$ cat src/rtl/lap_stopwatch.sv
// Millisecond stopwatch / countdown timer in h:m:s.ms with a small lap-capture FIFO.
// All state advances on the rising clock edge; reset is synchronous and active-high.
module lap_stopwatch #(
    parameter int CLK_HZ    = 50_000_000,
    parameter int HOUR_MAX  = 24,
    parameter int LAP_DEPTH = 4
) (
    input  logic        clock,
    input  logic        reset,
    input  logic        run,
    input  logic        clear,
    input  logic        load,
    input  logic        mode,
    input  logic [17:0] preset_epoch,
    input  logic [9:0]  preset_m,
    input  logic        lap,
    input  logic        lap_ready,
    output logic        lap_valid,
    output logic [17:0] lap_epoch,
    output logic [9:0]  lap_m,
    output logic        lap_drop,
    output logic [17:0] epoch,
    output logic [9:0]  m_epoch,
    output logic        tick,
    output logic        overflow,
    output logic        expired
);

    localparam int              DIV        = CLK_HZ / 1000;
    localparam int              PW         = (DIV > 1) ? $clog2(DIV) : 1;
    localparam logic [PW-1:0]   PRE_LAST   = PW'(DIV - 1);
    localparam logic [5:0]      HOUR_LAST  = 6'(HOUR_MAX - 1);
    localparam int              AW         = (LAP_DEPTH > 1) ? $clog2(LAP_DEPTH) : 1;
    localparam logic [AW:0]     FULL_COUNT = (AW + 1)'(LAP_DEPTH);

    typedef struct packed {
        logic [5:0] hour;
        logic [5:0] min;
        logic [5:0] sec;
        logic [9:0] ms;
    } hms_t;

    hms_t          cur;
    hms_t          up_next;
    hms_t          dn_next;
    hms_t          pre;
    logic [PW-1:0] prescaler;
    logic          mode_r;
    logic          wrap;
    logic          at_zero;
    logic          count_en;
    logic          step;

    assign epoch   = {cur.hour, cur.min, cur.sec};
    assign m_epoch = cur.ms;

    // A down-count that has expired stays halted until clear/load, or until mode_r flips to up.
    assign count_en = run && !(mode_r && expired);
    assign step     = count_en && (prescaler == PRE_LAST);
    assign at_zero  = (cur == '0);

    // NOTE: every always_comb output gets a default first, so no path can infer a latch.
    always_comb begin
        up_next = cur;
        wrap    = 1'b0;
        if (cur.ms == 10'd999) begin
            up_next.ms = '0;
            if (cur.sec == 6'd59) begin
                up_next.sec = '0;
                if (cur.min == 6'd59) begin
                    up_next.min = '0;
                    if (cur.hour == HOUR_LAST) begin
                        up_next.hour = '0;
                        wrap         = 1'b1;
                    end else begin
                        up_next.hour = cur.hour + 6'd1;
                    end
                end else begin
                    up_next.min = cur.min + 6'd1;
                end
            end else begin
                up_next.sec = cur.sec + 6'd1;
            end
        end else begin
            up_next.ms = cur.ms + 10'd1;
        end
    end

    // Borrow chain; only used when the current time is non-zero, so hour never underflows.
    always_comb begin
        dn_next = cur;
        if (cur.ms == 10'd0) begin
            dn_next.ms = 10'd999;
            if (cur.sec == 6'd0) begin
                dn_next.sec = 6'd59;
                if (cur.min == 6'd0) begin
                    dn_next.min  = 6'd59;
                    dn_next.hour = cur.hour - 6'd1;
                end else begin
                    dn_next.min = cur.min - 6'd1;
                end
            end else begin
                dn_next.sec = cur.sec - 6'd1;
            end
        end else begin
            dn_next.ms = cur.ms - 10'd1;
        end
    end

    always_comb begin
        pre.hour = (preset_epoch[17:12] > HOUR_LAST) ? HOUR_LAST : preset_epoch[17:12];
        pre.min  = (preset_epoch[11:6]  > 6'd59)     ? 6'd59     : preset_epoch[11:6];
        pre.sec  = (preset_epoch[5:0]   > 6'd59)     ? 6'd59     : preset_epoch[5:0];
        pre.ms   = (preset_m            > 10'd999)   ? 10'd999   : preset_m;
    end

    // NOTE: sequential state uses non-blocking assignments so every register samples pre-edge values.
    always_ff @(posedge clock) begin
        if (reset) begin
            cur       <= '0;
            prescaler <= '0;
            mode_r    <= 1'b0;
            tick      <= 1'b0;
            overflow  <= 1'b0;
            expired   <= 1'b0;
        end else begin
            tick <= 1'b0;
            if (!run) begin
                mode_r <= mode;
            end
            if (clear) begin
                cur       <= '0;
                prescaler <= '0;
                overflow  <= 1'b0;
                expired   <= 1'b0;
            end else if (load && !run) begin
                cur       <= pre;
                prescaler <= '0;
                overflow  <= 1'b0;
                expired   <= 1'b0;
            end else if (count_en) begin
                if (step) begin
                    prescaler <= '0;
                    if (!mode_r) begin
                        cur  <= up_next;
                        tick <= 1'b1;
                        if (wrap) begin
                            overflow <= 1'b1;
                        end
                    end else if (at_zero) begin
                        expired <= 1'b1;
                    end else begin
                        cur  <= dn_next;
                        tick <= 1'b1;
                        if (dn_next == '0) begin
                            expired <= 1'b1;
                        end
                    end
                end else begin
                    prescaler <= prescaler + PW'(1);
                end
            end
        end
    end

    hms_t          mem [LAP_DEPTH];
    hms_t          head;
    hms_t          head_next;
    logic [AW-1:0] wr_ptr;
    logic [AW-1:0] rd_ptr;
    logic [AW-1:0] rd_next;
    logic [AW:0]   count;
    logic [AW:0]   count_next;
    logic [AW:0]   remain;
    logic          pop;
    logic          do_push;
    logic          drop;

    assign lap_valid = (count != '0);
    assign lap_epoch = {head.hour, head.min, head.sec};
    assign lap_m     = head.ms;

    // The head register is preloaded with the next entry so it is stable while the consumer stalls.
    always_comb begin
        pop        = lap_valid && lap_ready;
        do_push    = lap && ((count != FULL_COUNT) || pop);
        drop       = lap && (count == FULL_COUNT) && !pop;
        rd_next    = rd_ptr + AW'(pop);
        remain     = count - (AW + 1)'(pop);
        count_next = remain + (AW + 1)'(do_push);
        head_next  = head;
        if (count_next != '0) begin
            head_next = (remain == '0) ? cur : mem[rd_next];
        end
    end

    // NOTE: the storage array carries no reset; the pointers and count define which entries are live.
    always_ff @(posedge clock) begin
        if (do_push) begin
            mem[wr_ptr] <= cur;
        end
    end

    always_ff @(posedge clock) begin
        if (reset) begin
            wr_ptr   <= '0;
            rd_ptr   <= '0;
            count    <= '0;
            head     <= '0;
            lap_drop <= 1'b0;
        end else begin
            wr_ptr   <= wr_ptr + AW'(do_push);
            rd_ptr   <= rd_next;
            count    <= count_next;
            head     <= head_next;
            lap_drop <= drop;
        end
    end

endmodule

$ cat config.mk
export PLATFORM = sky130hd
export DESIGN_NAME = lap_stopwatch
export DESIGN_NICKNAME = d
export VERILOG_FILES = /design/src/rtl/lap_stopwatch.sv
export SDC_FILE = /design/constraint.sdc
export NUM_CORES = 1
export LEC_CHECK = 0
export ABC_AREA = 0
export BUFFER_PORTS_ARGS = -buffer_cell sky130_fd_sc_hd__buf_2
export CORE_AREA = 5 5 127 142
export CTS_BUF_LIST = sky130_fd_sc_hd__clkbuf_4 sky130_fd_sc_hd__clkbuf_8
export DETAILED_ROUTE_END_ITERATION = 10
export DIE_AREA = 0 0 132 147
export GPL_TIMING_DRIVEN = 0
export PLACE_DENSITY = 0.78
export SLEW_MARGIN = 10
export SYNTH_ARGS = -nofsm -noshare
export SYNTH_HDL_FRONTEND = slang
export SYNTH_SLANG_ARGS = --single-unit
export TNS_END_PERCENT = 1
$ cat constraint.sdc
create_clock -name clock -period 4 [get_ports clock]
set_input_delay 0.4 -clock clock [delete_from_list [all_inputs] [get_ports clock]]
set_output_delay 0.4 -clock clock [all_outputs]
set_load 0.03 [all_outputs]
==> results.md, run 1 <==
- Counting the fill cells in the layout gives between 1000 and 1500.
- Final hold analysis gives a worst-case slack of 0.174 ns.
- The kind of start point of the critical path is a register.
- The transition at the pin with the smallest max-transition slack is 1.03 ns.
- The routed design uses 2660 um of met3 wire.
- The cell area that synthesis handed to floorplanning was 9660 sq um.
- The global-route wire length before repair is 41300 um.
- By area the synthesized netlist is led by edfxtp_1 (35%), dfxtp_1 (17%), mux4_2 (6.5%).
- The number of gates resized after CTS was 0.
- The footprint of the multi-input gates is 4290 sq um.
- The initial standard-cell utilization of the core is 0.583.
- From synthesis to final layout, the design area changed by 13.0%.
- The relative slew slack is 0.312.
- At the worst endpoint, the arrival time is 3.88 ns.
- In the final layout, flip-flops and latches occupy 5040 sq um.
- For this run, the slowest stage of the critical path takes 0.69 ns.
- Setup repair after global routing left no endpoint under its margin.
- After synthesis, the most frequently instantiated cells are edfxtp_1 (112), nor2_1 (86), dfxtp_1 (84).
- Walking the worst path, the cells encountered are or4b_2, and2_0, ha_1, ha_1, xnor2_1, or3_1, clkbuf_1, clkbuf_1, nor2_1, a211oi_1.
- 97 I/O pins were placed.
- OpenSTA, run right after detailed placement, puts the worst setup slack at 0.382 ns.
- The clock tree synthesis step divided the H-tree into 4 levels.
- The sequential-to-total area share from yosys stat is 0.522.
- After synthesis the netlist holds a flip-flop and latch count of 196.
- In this run, post-CTS hold repair placed 0 buffers.
- The floorplan has 50 rows.
- The synthesized instance count is 870.
- The number of flops mapped to enable cells by yosys is 112.
- Of the cells placed in the final design, the portion with a size suffix greater than 1 is 0.198.
- The power density over cell area is around 580 nW/um^2.
- The max-capacitance violation count is 0.
- The run finished with clean final reports.
- The via density per instance is between 6 and 7.
- The count of cells in the finished layout, fillers not included, comes to between 1000 and 1500.
- The number of buffers and inverters on the critical path is 2.
- The topmost layer with routed signal wires is met4.
- On the final layout, the worst clock skew is between 0.02 and 0.025 ns.
- The most frequently used flop master after synthesis is edfxtp_1.
- The kind of path behind the tightest hold check is in -> reg.
- Once routing completed, OpenROAD measured the worst setup slack at around 0.50 ns.
- Along the worst path, the maximum fanout reaches 10.
- Among all cell types in the netlist, the one instantiated most often is edfxtp_1.
- The clock network fraction of total power is 0.214.
- The width of the die is between 100 and 150 um.
- The cell with the largest stage delay on the worst path is or4b_2.
- The overall die height is 147 um.
- The category of the worst setup path capture point is a register.
- STA puts the critical path data required time at around 4.4 ns.
- Dividing the final minimum period by the clock period gives 0.875.
- After detailed routing, the total wire length is 26100 um.
- The routability congestion estimate from global placement is 1.00.
- The critical register-to-register path startpoint is count[1].
- Along the worst hold path, the cell count comes to 3.
- Input and output buffers added on the ports amount to 96.
- The number of nets in the synthesized netlist is 925.
- The half-perimeter wire length of the detailed placement result is 18600 um.
- The number of global-route vias before repair was 7589.
- After synthesis, the netlist uses 79 different library cells.
- The endpoint of the worst register-to-register path is lap_epoch[15].
- The routed layout has 7808 vias.
- The number of instances in the placed design is 1179.
- For this run, the top clock speed supported by timing is approximately 290 MHz.
- The setup violation total in the final timing report is 0.
- The average footprint of a synthesized cell is 11.1 sq um.
- The worst path needs 3.50 ns of the cycle, external delays included.
- IR analysis of the VDD net gives a maximum drop of 0.334 mV.
- Of the total power, registers draw 0.390.
- The critical setup path kind is reg -> reg.
- The all-layer global routing usage is 0.269.
- The TritonCTS clock tree is yes.
- After detailed routing, the number of remaining DRC violations is 0.
- Clock latency on the worst-skew pair, taken at its later pin, is roughly 0.47 ns.
- After detailed routing, the average wire length per cell comes to approximately 22 um.
- The relative contribution of combinational cells to total power is 0.396.
- The internal power of the cells is 0.00396 W.
- In the final design database the tool counted around 1000 nets.
- The total iterations of the first detailed-routing run is 7.
- The total routed wire length on the met1 layer is just over 10000 um.
- The first-iteration detailed-routing DRC count is 878.
- Entering global routing, the biggest net connects 29 pins.
- The repair_antennas step left the layout with diodes totalling 0.
- The CTS root buffer is clkbuf_8.
- The sink count of the clock tree is 196.
- The share of synthesized area in the top cell type comes to 0.348.
- The TritonCTS buffer count is 17.
- For this design the total switching power over the nets is between 0.002 and 0.0025 W.
- Summed over all cells, the static leakage comes to approximately 4 nW.
- The fraction of power spent switching nets is 0.371.
- The placeable core area is 16600 sq um.
- The remaining antenna violation count after routing is 0.
- The die area is 19400 sq um.
- For this run the aggregate overflow at the end of global routing stands at 0.
- The number of hold violations in the final report is 0.
- The number of antenna violations at the first check in global routing was 0.
- The depth of the most critical reg-to-reg path is 10.
- The number of slew-limit violations in the final report was 0.
- The number of synthesis warnings is 0.
- The critical path's top delay family is simple AND/OR/NAND/NOR gates.
- Summed over all instances, the cell type with the most area after synthesis is edfxtp_1.
- The path with the worst hold slack has its endpoint at mode_r.
- The post-synthesis async set-or-reset flop share is 0.
- The startpoint of the worst hold path is mode.
- The met2 wire length is approximately 13000 um.
- The slack of the worst reg-to-reg path is 0.50 ns.
- The longest clock path from root to sink contains 2 buffers.
- The clock transition time at the flip-flop clock pins of the worst setup and hold paths is 0.12 ns.
- The setup fix buffers added after clock tree synthesis is 0.
[sequential cells by signal, indices dropped and copies added, names as in the netlist, 2 cells and up]
name,count
mem,112
count,3
rd_ptr,2
prescaler,16
m_epoch,10
lap_epoch,18
lap_m,10
wr_ptr,2
epoch,18
[worst reg2reg max path, stage by stage, from the launching register on]
cell      delay (ns)
dfxtp_1         0.32
or4b_2          0.69
and2_0          0.27
ha_1            0.25
ha_1            0.20
xnor2_1         0.19
or3_1           0.14
clkbuf_1        0.39
clkbuf_1        0.62
nor2_1          0.10
a211oi_1        0.26
[power by group through the flow]
stage / Sequential, W / Combinational, W / Clock (W)
6_report: 0.00245 / 0.00249 / 0.00135
5_1_grt: 0.00248 / 0.00270 / 0.00145
4_1_cts: 0.00245 / 0.00250 / 0.00135
3_5_place_dp: 0.00250 / 0.00250 / 0
3_3_place_gp: 0.00249 / 0.00242 / 0
2_1_floorplan: 0.00268 / 0.00165 / 0
[layout by cell type (no fill, tap or decap), drive strengths merged, types with 27 or more instances in the layout]
cell | Yosys | final
a211oi | 34 | 34
a21oi | 43 | 43
buf | 17 | 118
clkbuf | 46 | 64
dfxtp | 84 | 84
edfxtp | 112 | 112
inv | 22 | 27
mux2i | 30 | 30
mux4 | 28 | 28
nand2 | 54 | 54
nor2 | 87 | 87
o21ai | 38 | 38
[cell families (layout without fill, tap and decap cells)]
logic type / Yosys count / count (layout) / share of synthesized area
AND/OR/NAND/NOR: 284 / 284 / 0.154
AO/OA/AOI/OAI: 196 / 196 / 0.138
flip-flops: 196 / 196 / 0.522
XOR/XNOR: 31 / 31 / 0.0281
buffers and inverters: 85 / 217 / 0.0361
multiplexers: 59 / 59 / 0.0975
adder cells (fa/ha/maj): 19 / 19 / 0.0246
[area by class of cell]
cell class / instances / area share
flip-flops and latches: 196 / 0.462
multi-input cells: 589 / 0.393
repair buffers: 101 / 0.0511
plain buffers: 63 / 0.0244
well taps: 208 / 0.0239
clock buffers: 18 / 0.0221
clock inverters: 13 / 0.0156
inverters: 22 / 0.00757
[per-layer routing]
layer  vias up  track usage
met5         -            0
met4         0       0.0813
met3        73       0.0627
li1       3534            -
met1      3738        0.371
met2       463        0.428
[per-stage QoR]
step,TNS [ns],instance area (sq um),total power (W),utilization
CTS,0,10900,0.00631,0.658
detailed placement,0,10500,0.00500,0.633
floorplan,0,9660,0.00433,-
finish,0,10900,0.00629,0.658
global route,0,10900,0.00663,0.658
global placement,-34.32,10400,0.00491,0.627
[how the worst max path moves through the flow]
stage	slack [ns]	cells after the start	end	startpoint
floorplan	0.67	3	mem[0][0]	lap_ready
global placement	-1.23	4	mem[0][24]	lap_ready
finish	0.50	10	lap_epoch[15]	count[1]
detailed placement	0.38	11	lap_epoch[15]	lap_ready
CTS	0.50	10	lap_epoch[15]	count[1]
global route	0.30	10	lap_m[1]	count[2]
(Power assumes the default switching activity.)
==> inputs of run 2 (changes only) <==
- REMOVE_ABC_BUFFERS: unset -> 1
==> results.md, run 2 (synthesis results as in run 1) <==
- The flow ran to the end, and the final reports show no timing, DRC or antenna violations.
- The maximum ir drop on the vdd rail is 0.516 mV (+54%).
- The diode insertion count for antenna repair was 0 (unchanged).
- The most frequent standard cell in the layout excluding fill and tap cells is edfxtp_1.
- The startpoint of the worst hold path is preset_m[7].
- The required time of the worst setup path is 4.40 ns (+0.03 ns).
- The internal power of the cells came to 0.00409 W (+3.4%).
- The remaining antenna violation count after routing was 0 (unchanged).
- The static leakage is 3.96 nW (-1.8%).
- The clock network latency to the later pin of the worst-skew pair is 0.48 ns (about the same).
- The worst hold path belongs to the class in -> reg.
- The vias after detailed routing is 7103 (-9.0%).
- The number of global-route vias before repair is 6884 (-9.3%).
- The sequential group share of total power came to 0.397 (+0.007).
- The top achievable clock speed is 289 MHz (+1.2%).
- On the critical path, the stage with the largest delay is an instance of o211ai_1.
- The quantity of I/O buffers inserted on ports is 96 (unchanged).
- The all-layer global routing usage came to 0.232 (-0.0367).
- The worst register-to-register path begins at m_epoch[0].
- The CTS root buffer is clkbuf_8.
- The final net count is 987 (-5.6%).
- The overall die height is 147 um (unchanged).
- The half-perimeter wire length of the detailed placement result was 15300 um (-18%).
- The H-tree depth is 4 (unchanged).
- The clock network fraction of total power was 0.210 (-0.004).
- The total iterations of the first detailed-routing run is 7 (unchanged).
- The worst setup path is of the reg -> reg kind.
- The net switching power is 0.00214 W (-8.3%).
- The transition at the pin with the smallest max-transition slack was 1.16 ns (+0.127 ns).
- The clock transition time at the flip-flop clock pins of the worst setup and hold paths came to 0.10 ns (-0.02 ns).
- The wire length reported by the detailed router is 22300 um (-15%).
- The number of flip-flops in the largest register is 112 (unchanged).
- The post-cts gate resize count is 0 (unchanged).
- TritonCTS built the clock tree.
- The placeable core area is 16600 sq um (unchanged).
- The setup fix buffers added after clock tree synthesis is 0 (unchanged).
- The number of remaining DRC errors was 0 (unchanged).
- The mean routed wirelength per cell is 19.3 um (-11%).
- The maximum single-stage delay on the critical path came to 1.04 ns (+0.35 ns).
- The quantity of hold-fixing buffers added after cts is 0 (unchanged).
- The overflow left after global routing was 0 (unchanged).
- The post-route clock period utilization is 0.865 (-0.0100).
- The slack of the critical path is 0.538 ns (+0.0401 ns).
- The total number of placement rows is 50 (unchanged).
- The maximum clock skew at final layout is 0.0132 ns (-0.00728 ns).
- The TritonCTS buffer count is 17 (unchanged).
- The critical path goes through inv_1, ha_1, nor4bb_1, nand4_1, o211ai_1, o21a_1, a22oi_1, a21oi_1.
- The worst setup timing slack at the placement stage was 0.656 ns (+0.274 ns).
- The fraction of power spent switching nets was 0.343 (-0.0274).
- The global-route wire length before repair is 36200 um (-12%).
- The slack of the worst reg-to-reg path is 0.54 ns (+0.04 ns).
- The maximum number of pins on one net before global-route repair is 41 (+41%).
- The first-iteration detailed-routing DRC count is 627 (-29%).
- The via density per instance is 6.16 (-4.5%).
- The worst hold slack across all endpoints is 0.184 ns (+0.00988 ns).
- The width of the die is 132 um (unchanged).
- The count of boundary I/O pins is 97 (unchanged).
- mem holds more flip-flops than any other register.
- The number of slew-limit violations in the final report is 0 (unchanged).
- The number of antenna violations at the first check in global routing is 0 (unchanged).
- The die area is 19400 sq um (unchanged).
- The number of hold violations in the final report is 0 (unchanged).
- The library cells used most frequently in the layout, excluding fill and tap cells, are edfxtp_1 (112), buf_2 (96), nor2_1 (84).
- The depth of the most critical reg-to-reg path is 8 (-2).
- The initial standard-cell utilization of the core is 0.583 (unchanged).
- The relative slew slack is 0.230 (-0.0820).
- The proportion of layout cells with a drive suffix above 1 was 0.207 (+0.00980).
- The maximum clock path buffer count came to 2 (unchanged).
- The cell depth of the worst hold path is 3 (unchanged).
- The area growth from synthesis to layout is 11.6%.
- The number of inserted filler cells in the final layout came to 1279 (-4.0%).
- The minimum period implied by the final worst setup slack is 3.46 ns (-0.0401 ns).
- The routability congestion estimate from global placement is 0.888 (-12%).
- The maximum fanout encountered on the critical timing path is 16 (+6).
- STA classifies the critical path endpoint as a register.
- The worst hold path terminates at m_epoch[7].
- The power density over cell area came to 578 nW/um^2 (+0.30%).
- The relative contribution of combinational cells to total power was 0.393 (-0.003).
- In this run the critical register-to-register path is captured at epoch[15].
- The setup violation total in the final timing report is 0 (unchanged).
- The max-capacitance violation count is 0 (unchanged).
- STA classifies the critical path startpoint as a register.
- The data arrival at the endpoint of the critical path is 3.87 ns (about the same).
- Setup repair after global routing left no endpoint under its margin.
- The sink count of the clock tree is 196 (unchanged).
-- run 2: layout make-up --
class | instances | area, sq um | share of cell area
Inverter | 22 | 82.6 | 0.00766
Clock buffer | 19 | 249 | 0.0231
Multi-Input combinational cell | 589 | 4310 | 0.400
Timing Repair Buffer | 106 | 668 | 0.0620
Sequential cell | 196 | 5050 | 0.468
Tap cell | 208 | 260 | 0.0242
Clock inverter | 13 | 156 | 0.0145
-- run 2: per-layer routing --
layer,part of all wire,track usage,vias up
li1,-,-,3414
met1,0.44,0.315,3416
met2,0.48,0.375,237
met3,0.062,0.0500,36
met4,0.020,0.0746,0
met5,0,0,-
-- run 2: worst max path at each step --
stage / cells after the start / slack, ns / startpoint / endpoint
4_1_cts: 8 / 0.63 / m_epoch[0] / epoch[15]
6_report: 8 / 0.54 / m_epoch[0] / epoch[15]
3_5_place_dp: 8 / 0.66 / m_epoch[0] / epoch[15]
2_1_floorplan: 7 / 0.59 / count[1] / lap_epoch[0]
3_3_place_gp: 4 / -1.04 / lap_ready / mem[0][4]
5_1_grt: 7 / 0.29 / m_epoch[0] / epoch[6]
-- run 2: stage by stage --
step | util | cells | TNS (ns) | power (W) | instance area, sq um
2_1_floorplan | - | 807 | 0 | 0.00429 | 9390
3_5_place_dp | 0.626 | 1121 | 0 | 0.00499 | 10400
4_1_cts | 0.650 | 1153 | 0 | 0.00628 | 10800
3_3_place_gp | 0.611 | 1111 | -39.40 | 0.00481 | 10100
5_1_grt | 0.650 | 1153 | 0 | 0.00659 | 10800
6_report | 0.650 | 1153 | 0 | 0.00623 | 10800
-- run 2: critical path: cells and delay by family (launching register included) --
| kind | cells | cell delay (ns) |
|---|---|---|
| buffers and inverters | 1 | 0.21 |
| flip-flops | 1 | 0.51 |
| AND/OR/NAND/NOR | 2 | 0.75 |
| adder cells (fa/ha/maj) | 1 | 0.21 |
| AO/OA/AOI/OAI | 4 | 1.69 |
-- run 2: power groups by stage --
stage / Clock (W) / Combinational, W / Sequential [W]
after global routing: 0.00143 / 0.00267 / 0.00250
after floorplan: 0 / 0.00160 / 0.00269
final: 0.00131 / 0.00245 / 0.00247
after global placement: 0 / 0.00230 / 0.00251
after CTS: 0.00133 / 0.00248 / 0.00247
after detailed placement: 0 / 0.00247 / 0.00252
